--- config.mk ---
export PLATFORM = sky130hd
export DESIGN_NAME = chirp_capture_sequencer
export DESIGN_NICKNAME = d
export VERILOG_FILES = /design/src/rtl/chirp_capture_sequencer.sv
export SDC_FILE = /design/constraint.sdc
export NUM_CORES = 1
export LEC_CHECK = 0
export BUFFER_PORTS_ARGS = -buffer_cell sky130_fd_sc_hd__buf_2
export CAP_MARGIN = 20
export CORE_ASPECT_RATIO = 1.4
export CORE_MARGIN = 4
export CORE_UTILIZATION = 54
export DETAILED_ROUTE_END_ITERATION = 10
export GPL_TIMING_DRIVEN = 1
export HOLD_SLACK_MARGIN = 0.15
export PLACE_DENSITY_LB_ADDON = 0.3
export SYNTH_ARGS = -nofsm -noshare
export SYNTH_HDL_FRONTEND = slang
export SYNTH_SLANG_ARGS = --single-unit
--- constraint.sdc ---
create_clock -name clk_245 -period 6.7 [get_ports clk_245]
set_input_delay 0.335 -clock clk_245 [delete_from_list [all_inputs] [get_ports clk_245]]
set_output_delay 0.335 -clock clk_245 [all_outputs]
set_load 0.01 [all_outputs]
--- src/rtl/chirp_capture_sequencer.sv ---
// chirp_capture_sequencer
// Pulse-train sequencer for the chirp DDS / ADC capture path (clk_245 domain).
// Issues chirp_init/chirp_enable to the DDS, gates adc_enable for capture and
// repeats chirps every prf_period cycles. Finite (pulse_count > 0) and
// continuous (pulse_count == 0) trains, PRI overrun detection, abort.
//
// Ports
//   clk_245, clk_245_rst         : clock, synchronous active-high reset
//   seq_start, seq_abort         : start (IDLE only) / abort (any state)
//   prf_period, pulse_count,
//   adc_pre_delay, adc_capture_len : configuration, latched on seq_start
//   chirp_ready, chirp_done      : DDS handshake
//   chirp_active                 : DDS status, not used for sequencing
//   chirp_init, chirp_enable     : DDS control
//   adc_enable                   : capture window
//   seq_busy, seq_done, seq_error, pulse_index : sequence status
//
// state | meaning
// IDLE  | waiting for seq_start
// ARM   | waiting for chirp_ready before launching the next chirp
// RUN   | chirp in flight, PRI counter p running from 0 at chirp_init
// DONE  | one-cycle seq_done, then back to IDLE
module chirp_capture_sequencer #(
    parameter int PRI_WIDTH = 32,
    parameter int CNT_WIDTH = 16
) (
    input  logic                 clk_245,
    input  logic                 clk_245_rst,
    input  logic                 seq_start,
    input  logic                 seq_abort,
    input  logic [PRI_WIDTH-1:0] prf_period,
    input  logic [CNT_WIDTH-1:0] pulse_count,
    input  logic [CNT_WIDTH-1:0] adc_pre_delay,
    input  logic [PRI_WIDTH-1:0] adc_capture_len,
    input  logic                 chirp_ready,
    input  logic                 chirp_done,
    input  logic                 chirp_active,
    output logic                 chirp_init,
    output logic                 chirp_enable,
    output logic                 adc_enable,
    output logic                 seq_busy,
    output logic                 seq_done,
    output logic                 seq_error,
    output logic [CNT_WIDTH-1:0] pulse_index
);

    // p is one bit wider than the PRI so it can saturate on a long last pulse
    localparam int P_W   = PRI_WIDTH + 1;
    localparam int WIN_W = PRI_WIDTH + 2;
    localparam logic [PRI_WIDTH-1:0] PRI_ONE = 1;
    localparam logic [P_W-1:0]       P_ONE   = 1;
    localparam logic [CNT_WIDTH-1:0] IDX_ONE = 1;

    typedef enum logic [1:0] {IDLE, ARM, RUN, DONE} state_t;

    state_t               state, state_nx;
    logic [PRI_WIDTH-1:0] prf_lat, prf_nx;
    logic [CNT_WIDTH-1:0] count_lat, count_nx;
    logic [CNT_WIDTH-1:0] pre_lat, pre_nx;
    logic [PRI_WIDTH-1:0] len_lat, len_nx;
    logic [P_W-1:0]       p, p_nx;
    logic                 done_seen, done_seen_nx;
    logic                 chirp_init_nx, chirp_enable_nx, adc_enable_nx;
    logic                 seq_busy_nx, seq_done_nx, seq_error_nx;
    logic [CNT_WIDTH-1:0] pulse_index_nx;
    logic                 launch;

    logic                 unused_status;
    assign unused_status = chirp_active;

    logic [WIN_W-1:0] pre_ext, win_end;
    logic [P_W-1:0]   p_inc;
    logic             cap_ended, complete, last_pulse, pri_end;

    assign pre_ext    = {{(WIN_W-CNT_WIDTH){1'b0}}, pre_lat};
    assign win_end    = pre_ext + {2'b00, len_lat};
    assign p_inc      = (&p) ? p : p + P_ONE;
    // a zero-length window counts as already ended
    assign cap_ended  = (len_lat == '0) || ({1'b0, p} >= win_end);
    assign complete   = (done_seen || chirp_done) && cap_ended;
    assign last_pulse = (count_lat != '0) && (pulse_index == count_lat);
    assign pri_end    = (p == {1'b0, prf_lat - PRI_ONE});

    always_ff @(posedge clk_245) begin
        if (clk_245_rst) begin
            state        <= IDLE;
            prf_lat      <= '0;
            count_lat    <= '0;
            pre_lat      <= '0;
            len_lat      <= '0;
            p            <= '0;
            done_seen    <= 1'b0;
            chirp_init   <= 1'b0;
            chirp_enable <= 1'b0;
            adc_enable   <= 1'b0;
            seq_busy     <= 1'b0;
            seq_done     <= 1'b0;
            seq_error    <= 1'b0;
            pulse_index  <= '0;
        end else begin
            state        <= state_nx;
            prf_lat      <= prf_nx;
            count_lat    <= count_nx;
            pre_lat      <= pre_nx;
            len_lat      <= len_nx;
            p            <= p_nx;
            done_seen    <= done_seen_nx;
            chirp_init   <= chirp_init_nx;
            chirp_enable <= chirp_enable_nx;
            adc_enable   <= adc_enable_nx;
            seq_busy     <= seq_busy_nx;
            seq_done     <= seq_done_nx;
            seq_error    <= seq_error_nx;
            pulse_index  <= pulse_index_nx;
        end
    end

    always_comb begin
        state_nx        = state;
        prf_nx          = prf_lat;
        count_nx        = count_lat;
        pre_nx          = pre_lat;
        len_nx          = len_lat;
        p_nx            = p;
        done_seen_nx    = done_seen;
        chirp_enable_nx = chirp_enable;
        seq_error_nx    = seq_error;
        pulse_index_nx  = pulse_index;
        launch          = 1'b0;

        if (seq_abort) begin
            state_nx        = IDLE;
            chirp_enable_nx = 1'b0;
        end else begin
            case (state)
                IDLE: begin
                    if (seq_start) begin
                        prf_nx         = prf_period;
                        count_nx       = pulse_count;
                        pre_nx         = adc_pre_delay;
                        len_nx         = adc_capture_len;
                        pulse_index_nx = '0;
                        seq_error_nx   = (prf_period == '0);
                        state_nx       = (prf_period == '0) ? DONE : ARM;
                    end
                end
                ARM: begin
                    if (chirp_ready) launch = 1'b1;
                end
                RUN: begin
                    p_nx = p_inc;
                    if (chirp_done) begin
                        done_seen_nx    = 1'b1;
                        chirp_enable_nx = 1'b0;
                    end
                    // the last pulse of a finite train is not bound by the PRI
                    if (last_pulse) begin
                        if (complete) state_nx = DONE;
                    end else if (pri_end) begin
                        if (!complete) begin
                            state_nx        = IDLE;
                            chirp_enable_nx = 1'b0;
                            seq_error_nx    = 1'b1;
                        end else if (chirp_ready) begin
                            // relaunch directly so chirp spacing is exactly the PRI
                            launch = 1'b1;
                        end else begin
                            state_nx = ARM;
                        end
                    end
                end
                DONE: state_nx = IDLE;
                default: state_nx = IDLE;
            endcase
        end

        if (launch) begin
            state_nx        = RUN;
            p_nx            = '0;
            done_seen_nx    = 1'b0;
            chirp_enable_nx = 1'b1;
            pulse_index_nx  = pulse_index + IDX_ONE;
        end

        chirp_init_nx = launch;
        adc_enable_nx = (state_nx == RUN) && ({1'b0, p_nx} >= pre_ext)
                        && ({1'b0, p_nx} < win_end);
        seq_busy_nx   = (state_nx != IDLE);
        seq_done_nx   = (state_nx == DONE);
    end

endmodule

==> results.ini <==
[power_and_ir_drop]
power_density_nw_per_um2 = 174
seq_power_share = 0.408
switching_share = 0.299
clkPwrFrac = 0.381
p_leak_uw = 0.00581
ir_worst_vdd_v = 0.000177
power.total_uw = 2420
cell_internal_pwr_uw = 1690
pwr-share-comb = 0.211
p_switching_uw = 724

[synth]
ys_async_sr_fraction = 0
syn_area_per_cell_um2 = 7.63
ys_types = 79
yosysWarnings = 0
synth_seq_area_share = 0.277
synth_area_um2 = 11100
netlist.area_leader.share = 0.277
synth-main-ff-cell = dfxtp_1
syn_inst = 1459
ys_seq_elements = 154
ys_top_cells_by_area = dfxtp_1 (28%), ha_1 (11%), nand2_1 (8.4%), a21oi_1 (6.3%), xnor2_1 (5.4%)
syn_nets = 1665
yosys.area.top_type = dfxtp_1
synth_edf_count = 0

[floorplanning]
die_x_um = 129
core_area_um2 = 20100
start_util = 0.554
io_pins = 125
rows = 61
dieArea_um2 = 23000
die_y_um = 178

[placement]
gp_congestion = 0.968
io_buffers = 123
dp_hpwl_mm = 25.2
placed_cell_area_um2 = 12400

[critical_path]
max_stage_delay_ns = 0.36
crit_type = reg -> reg
r2r_start = len_lat[0]
crit_required_ns = 7.05
arrival_ns = 7.18
worst_path_most_repeated_cell = buf_4
worstSetupStartpointType = flip-flop
cp_max_fo = 6
crit_slowest_cell = dfxtp_4
worstSetupStartpoint = len_lat[0]
crit_path_end_kind = flip-flop

[timing]
rsz0062_at_grt = true
period_needed_ns = 6.83
fin_skew_ns = 0.00933
finalSetupViolCount = 1
finalMaxSlewViolations = 0
relSlewSlack = 0.458
finalCritPeriodShare = 1.02
setup_ws_ns = -0.131
worst_pin_slew_ns = 0.813
finalHoldViolCount = 0
fmax_ghz = 0.146

[clocking]
cts_root_buf = clkbuf_16
clkSinkCount = 154
clk_pin_slew_ns = 0.07
tritoncts = done
cts-htree-levels = 4
clk_latency_ns = 0.43
numCtsBuffers = 17
cts_buffer_depth = 2

[min_path]
hold_path_class = in -> reg
hold_path_startpoint = adc_capture_len[19]

[routing]
vias = 11800
drt_wl_total_mm = 34.7
wl_per_cell_um = 17.7
drt_iter0_drc = 811
firstDrtPassIters = 6
drc_errors = 0
ant_nets = 0
vias_per_cell = 6.03

[cells_and_area]
diodes = 0
fill_cells = 1626
layout_commonest_cell = nand2_1
area_growth_syn_to_layout_pct = 25.2
final_cell_mix = nand2_1 (247), dfxtp_1 (152), a21oi_1 (134)
design_area_um2 = 13900
drive_gt1_frac = 0.188
fin_nets = 1898

[global_route]
grt_antenna_before_repair = 0
track_usage = 0.298
grt_overflow_total = 0
grt_pass1_wl_mm = 55.5
grt_max_degree = 81
grt_pass1_vias = 11600

[flow_run]
drv_cap = 0

[run_status]
violations = negative setup slack
status = finished with violations

-- state kept, by name (all words and copies together), names as in the netlist --
register and cells:
len_lat 32, chirp_enable 1, prf_lat 32, seq_error 1, state 2, p 33
count_lat 16, done_seen 1, seq_busy 1, chirp_init 1, adc_enable 1, pre_lat 16
pulse_index 16, seq_done 1
-- power by group through the flow --
stage / Clock [uW] / Combinational (uW) / Sequential, uW
2_1_floorplan: 0 / 314 / 993
3_3_place_gp: 0 / 438 / 1010
3_5_place_dp: 0 / 449 / 1010
4_1_cts: 934 / 487 / 986
5_1_grt: 976 / 561 / 990
6_report: 921 / 511 / 987
-- path summary, 6_finish.rpt --
path,cells past startpoint,slack [ns],endpoint
setup / recovery,38,-0.13,adc_enable
hold / removal,3,0.16,len_lat[19]
setup reg to reg,38,-0.13,adc_enable
hold reg to reg,2,0.49,pre_lat[15]
-- critical path: cells and delay by family, from the launching register on --
family	cells	cell delay (ns)
AOI/OAI and AO/OA	15	2.58
xor gates and xnor gates	1	0.31
adders and majority gates	4	1.15
buffers and inverters	8	1.12
DFF	1	0.36
and+or+nand+nor	10	1.24
-- cell families (layout without fill, tap and decap cells) --
kind of cell,after synthesis,count (layout),synth area share
muxes,7,7,0.00641
buffers and inverters,110,355,0.0408
adders and majority gates,103,103,0.116
DFF,154,154,0.277
AOI/OAI and AO/OA,298,298,0.170
xor gates and xnor gates,114,114,0.0897
and+or+nand+nor,673,673,0.299
-- area by class of cell --
| class | instances | area (um2) | share of cell area |
|---|---|---|---|
| inverter | 39 | 146 | 0.0105 |
| timing repair buffer | 285 | 2010 | 0.145 |
| clock inverter | 13 | 121 | 0.00871 |
| tap | 252 | 315 | 0.0226 |
| multi-input combinational | 1195 | 7820 | 0.561 |
| clock buffer | 18 | 429 | 0.0308 |
| sequential | 154 | 3090 | 0.222 |
-- metal layers --
metal,GRT usage,routed length [um],share of wire
met1,0.338,13300,0.38
met2,0.543,18100,0.52
met3,0.0422,1790,0.052
met4,0.138,1500,0.043
met5,0,0,0
-- what timing repair did --
| action | in CTS | in global routing |
|---|---|---|
| gates cloned | 2 | 0 |
| endpoints found under the hold margin | 63 | 0 |
| pin swaps | 14 | 51 |
| buffers inserted | 4 | 11 |
| hold buffers | 63 | 0 |
| resized for setup | 25 | 37 |
| endpoints found under the setup margin | 1 | 1 |
-- through the flow --
step / utilization / hold slack [ns] / setup WS [ns] / cells / setup TNS (ns)
6_report: 0.694 / 0.157 / -0.131 / 1956 / -0.131
3_5_place_dp: 0.620 / 0.468 / -0.345 / 1849 / -0.345
5_1_grt: 0.694 / 0.155 / -0.490 / 1956 / -0.490
3_3_place_gp: 0.620 / 0.460 / -0.132 / 1849 / -0.132
2_1_floorplan: - / 0.437 / 0.0445 / 1459 / 0
4_1_cts: 0.687 / 0.150 / -0.0710 / 1949 / -0.0710
-- synth_stat cells (6+ instances only) --
| master | number |
|---|---|
| nor2b_1 | 14 |
| nor3_1 | 46 |
| nor4_1 | 30 |
| nor2_1 | 115 |
| nand3_1 | 67 |
| a211oi_1 | 15 |
| nand2_1 | 248 |
| or4_1 | 7 |
| and3_1 | 14 |
| a21o_1 | 17 |
| xor2_1 | 45 |
| clkbuf_1 | 52 |
| or3_1 | 13 |
| inv_1 | 39 |
| a21oi_1 | 139 |
| and2_1 | 12 |
| dfxtp_1 | 154 |
| nor4b_1 | 7 |
| buf_2 | 12 |
| and4_1 | 8 |
| xnor2_1 | 69 |
| mux2i_1 | 6 |
| nand2b_1 | 8 |
| ha_1 | 102 |
| o21ai_0 | 34 |
| a31oi_1 | 13 |
| nand4_1 | 40 |
| o21a_1 | 10 |
| or2_2 | 7 |
| nand3b_1 | 11 |
No activity file was read; power rests on OpenSTA's default activity.
